[src/rtl/wb_stage_pkg.sv]
// wb_stage_pkg: shared bus widths and write-back state codes
package wb_stage_pkg;
  localparam int REG_BUS = 32;
  localparam int REG_ADDR_BUS = 5;
  localparam int INST_ADDR_BUS = 32;
  localparam int WB_TIMEOUT = 16;
  typedef enum logic {WB_IDLE = 1'b0, WB_WAIT = 1'b1} wb_state_e;
endpackage

[src/rtl/wb_timer.sv]
// wb_timer: counts enabled cycles from clear, flags the cycle the count reaches LIMIT-1 (LIMIT=0 never expires)
module wb_timer #(
  parameter int LIMIT = 16
) (
  input  logic clk,
  input  logic rst,
  input  logic clear,
  input  logic en,
  output logic expired
);
  localparam int W = LIMIT > 1 ? $clog2(LIMIT) : 1;
  logic [W-1:0] count;
  assign expired = LIMIT != 0 && int'(count) == LIMIT - 1;
  always_ff @(posedge clk or posedge rst) begin
    if (rst) count <= '0;
    else if (clear) count <= '0;
    else if (en && !expired) count <= count + W'(1);
  end
endmodule

[src/rtl/wb_stage.sv]
// wb_stage: MIPS write-back stage with load wait, timeout and retired counter
module wb_stage
  import wb_stage_pkg::*;
#(
  parameter int DATA_W = REG_BUS,
  parameter int RADDR_W = REG_ADDR_BUS,
  parameter int PC_W = INST_ADDR_BUS,
  parameter int TIMEOUT_CYC = WB_TIMEOUT
) (
  input  logic               clk,
  input  logic               rst,
  input  logic               mem_valid,
  input  logic               mem_RegWrite,
  input  logic               mem_MemtoReg,
  input  logic [RADDR_W-1:0] mem_waddr,
  input  logic [DATA_W-1:0]  mem_alu_result,
  input  logic [PC_W-1:0]    mem_pc,
  input  logic               dmem_rvalid,
  input  logic [DATA_W-1:0]  dmem_rdata,
  output logic               wb_stall,
  output logic               we,
  output logic [RADDR_W-1:0] waddr,
  output logic [DATA_W-1:0]  wdata,
  output logic [PC_W-1:0]    wb_pc,
  output logic               wb_err,
  output logic [31:0]        retired
);
  wb_state_e state, state_n;
  logic l_rw;
  logic [RADDR_W-1:0] l_waddr;
  logic [PC_W-1:0] l_pc;
  logic expired, commit_alu, start_ld, commit_ld, tmo;
  assign wb_stall = state == WB_WAIT;
  always_comb begin
    commit_alu = state == WB_IDLE && mem_valid && !mem_MemtoReg;
    start_ld = state == WB_IDLE && mem_valid && mem_MemtoReg;
    commit_ld = state == WB_WAIT && dmem_rvalid;
    tmo = state == WB_WAIT && !dmem_rvalid && expired;
    state_n = start_ld ? WB_WAIT : (commit_ld || tmo) ? WB_IDLE : state;
  end
  wb_timer #(.LIMIT(TIMEOUT_CYC)) u_timer (
    .clk(clk),
    .rst(rst),
    .clear(!wb_stall),
    .en(wb_stall),
    .expired(expired)
  );
  always_ff @(posedge clk or posedge rst) begin
    if (rst) state <= WB_IDLE;
    else state <= state_n;
  end
  always_ff @(posedge clk or posedge rst) begin
    if (rst) begin
      l_rw <= 1'b0;
      l_waddr <= '0;
      l_pc <= '0;
    end else if (start_ld) begin
      l_rw <= mem_RegWrite;
      l_waddr <= mem_waddr;
      l_pc <= mem_pc;
    end
  end
  always_ff @(posedge clk or posedge rst) begin
    if (rst) begin
      we <= 1'b0;
      waddr <= '0;
      wdata <= '0;
      wb_pc <= '0;
      wb_err <= 1'b0;
      retired <= '0;
    end else begin
      we <= commit_alu ? mem_RegWrite && mem_waddr != '0 : commit_ld && l_rw && l_waddr != '0;
      if (commit_alu) begin
        waddr <= mem_waddr;
        wdata <= mem_alu_result;
        wb_pc <= mem_pc;
      end
      if (commit_ld) begin
        waddr <= l_waddr;
        wdata <= dmem_rdata;
        wb_pc <= l_pc;
      end
      if (commit_alu || commit_ld) retired <= retired + 32'd1;
      if (tmo) wb_err <= 1'b1;
    end
  end
endmodule

[config.mk]
export PLATFORM = sky130hd
export DESIGN_NAME = wb_stage
export DESIGN_NICKNAME = d
export VERILOG_FILES = /design/src/rtl/wb_stage_pkg.sv /design/src/rtl/wb_timer.sv /design/src/rtl/wb_stage.sv
export SDC_FILE = /design/constraint.sdc
export NUM_CORES = 1
export LEC_CHECK = 0
export ABC_AREA = 1
export CAP_MARGIN = 10
export CORE_ASPECT_RATIO = 0.8
export CORE_MARGIN = 2
export CORE_UTILIZATION = 35
export CTS_BUF_LIST = sky130_fd_sc_hd__clkbuf_8
export DETAILED_ROUTE_END_ITERATION = 12
export PLACE_DENSITY = 0.69
export REMOVE_ABC_BUFFERS = 1
export SYNTH_ARGS = -nofsm -noshare
export SYNTH_HDL_FRONTEND = slang
export SYNTH_SLANG_ARGS = --single-unit
[constraint.sdc]
create_clock -name clk -period 10.8 [get_ports clk]
set_input_delay 2.16 -clock clk [delete_from_list [all_inputs] [get_ports clk]]
set_output_delay 2.16 -clock clk [all_outputs]
set_load 0.03 [all_outputs]
==> summary.txt <==
Critical path
  – Worst Setup SP: dmem_rvalid
  – Setup crit end: wdata[27]
  – CP arrival: 4.80 ns
  – Crit path capture type: register
  – Crit path launch type: input pin
  – Critical path class: in -> reg
  – Worst path depth: 6
  – Crit path max fanout: 106
  – Worst path slowest cell: buf_4
  – Reg2Reg Setup Slack: 7.98 ns
  – Worst path most repeated cell: buf_4
  – R2R Path End: wdata[27]
  – Crit path cell chain: clkdlybuf4s50_1, nand2_2, buf_4, nand2_4, buf_4, a31oi_1
  – CP peak stage delay: 0.85 ns
  – CP top delay family: buffers and inverters
  – Worst Path Required: 11.07 ns
  – R2r startpoint: wb_stall
  – Worst Reg2Reg Path Length in Cells: 6
  – Total buffers and inverters traversed by the critical path: 3

Floorplan
  – Die outline height: 127.6 microns
  – Core region area: 18860 sq um
  – Row count: 45
  – I/O pin count: 211
  – Full die area: 20210 sq um
  – Die W: 158.4 microns
  – Initial Util: 35.41%

Layout
  – Fillers: 1792
  – Share of layout cells above drive strength 1: 8.790%
  – # diodes: 0
  – Layout Utilization: 49.40%
  – Area growth, synth to finish: 39.51%
  – Commonest non-fill, non-tap cell in the layout: nand2_1
  – Nets: 1063
  – Most frequent cells in the layout: nand2_1 (238), clkdlybuf4s50_1 (210), dfrtp_1 (146), nor2_1 (113), a31oi_1 (69)

Routing
  – # DRC: 0
  – Routed Antenna Nets: 0
  – Via density: 4.700
  – DRT Wirelength: 17.58 mm
  – Vias: 5758
  – 1st-pass router iterations: 5
  – DR WL/cell: 14.35 microns
  – First DRT Iteration DRCs: 414

Placed design
  – Placer Congestion: 0.8466
  – HPWL after DPL: 12.19 mm
  – IO Port Bufs: 210
  – Dpl ws: 5.789 ns

Yosys
  – Mapped Area: 6679 sq um
  – Mapped Avg Cell Area: 8.835 sq um
  – YS warnings: 0
  – Mapped Cells: 756
  – Post-synth cell types: 32
  – Sequential share of the synthesized area: 54.70%
  – Synth Register Bits: 146

STA
  – Hold Vio Cnt, Final: 0
  – RSZ-0062 raised after global routing: no
  – Fin crit period: 4.527 ns
  – Final setup violation count: 0
  – Fmax: 0.2209 GHz
  – Fin crit share: 41.91%
  – Setup TNS: 0 ns
  – Clk_skew: 0.01655 ns
  – Relative slew slack: 25.06%
  – Fin. max-slew vios: 0
  – Final setup margin: 6.273 ns
  – Worst Tran Pin Value: 1.123 ns

CTS
  – H-tree Lvls: 4
  – Root buffer cell: clkbuf_8
  – Clk sinks: 146
  – Post-CTS sizing: 0
  – TritonCTS clock tree: yes
  – Num CTS Buffers: 17
  – Worst-Skew Late Latency: 0.46 ns
  – Clk buf depth: 2
  – Setup repair bufs after CTS: 0
  – Hold Buf Count CTS: 0
  – Worst-path clk slew: 0.10 ns

Power and ir drop
  – Pwr dens: 178.4 nW/um^2
  – VDD IR max: 0.00008878 V
  – Leakage: 3.896 nW

Global routing
  – First-pass GRT wire length: 27.59 mm
  – Met3 Use GR: 5.902%
  – Overflow after GRT: 0
  – Most Crowded Layer GR: met2
  – Grt met2 use: 26.83%
  – Largest net degree at the start of global routing: 107
  – GR met1 Demand/Resource: 23.57%
  – GRT Util Overall: 17.52%
  – Initial antenna violation count: 0
  – Vias in the first global route: 5364

Worst hold path
  – Hold Startpoint: wb_err
  – Hold WC Path Type: reg -> reg

Run
  – MaxCap Viol Count: 0

Outcome
  – Status: finished, final reports clean
## per-layer routing
metal	up-vias	share of wire, %
li1	2866	-
met1	2691	47
met2	188	44
met3	13	8.5
met4	0	0.95
met5	-	0
## per-stage QoR
stage	area [sq um]	std cells	total power [mW]	hold slack, ns
after floorplan	6477	721	1.018	0.4719
after global placement	8942	1193	1.257	0.4659
after detailed placement	8942	1193	1.266	0.4653
after CTS	9318	1225	1.686	0.5011
after global routing	9318	1225	1.758	0.5213
final	9318	1225	1.663	0.4954
## cells by family after synthesis
logic type | after synthesis | synth area share [%]
buf+inv | 75 | 5.264
fa+ha+maj | 2 | 0.3746
simple gates | 397 | 24.13
mux | 35 | 5.882
flops | 146 | 54.70
xor+xnor | 12 | 1.574
compound gates | 89 | 8.074
## synthesized netlist by cell type
cell type	n	area share, %
nor2_2	4	0.37
mux2i_1	1	0.15
a31oi_1	69	6.5
ha_1	2	0.37
nor2_4	1	0.17
nand3_1	21	1.6
buf_4	8	0.90
dfrtp_1	146	55
buf_2	20	1.5
inv_1	36	2.0
xnor2_1	8	1.0
nor2_1	113	6.4
clkinv_1	1	0.056
nand2_1	238	13
o21bai_1	2	0.22
nand3b_1	5	0.56
mux2_2	34	5.7
nor3b_1	1	0.11
clkbuf_1	5	0.28
a21oi_1	2	0.15
o21ai_0	11	0.82
nand3_2	2	0.30
nand3_4	1	0.26
nand4_1	5	0.47
inv_2	3	0.17
a211oi_1	1	0.11
nand2_2	2	0.19
nand2_4	1	0.17
xor2_1	4	0.52
o21ai_1	4	0.30
buf_6	2	0.34
nor3_1	3	0.22
## registers in the layout (all words and copies together), names as in the netlist
signal,flops
l_pc,32
retired,32
wb_pc,32
wdata,32
l_waddr,5
waddr,5
u_timer.count,4
l_rw,1
wb_err,1
wb_stall,1
we,1
## final cells by class
cell class              count  area, sq um  share of cell area, %
flip-flops and latches    146         3654                  39.21
multi-input cells         535         2679                  28.75
repair buffers            214         2132                  22.88
well taps                 258        322.8                  3.464
clock buffers              17        234.0                  2.511
inverters                  40        155.1                  1.665
clock inverters            15        141.4                  1.517
## worst min path at each step
stage                     endpoint  cells after the start
after global placement      wb_err                      1
after global routing      l_pc[25]                      1
after floorplan                 we                      2
after detailed placement    wb_err                      1
final                       wb_err                      1
after CTS                   wb_err                      1
## power breakdown
group	switching (mW)	leakage (nW)	internal, mW
sequential	0.0684	1.74	0.651
clock	0.243	0.191	0.171
combinational	0.297	1.96	0.233
Power figures use the tool's default switching activity.
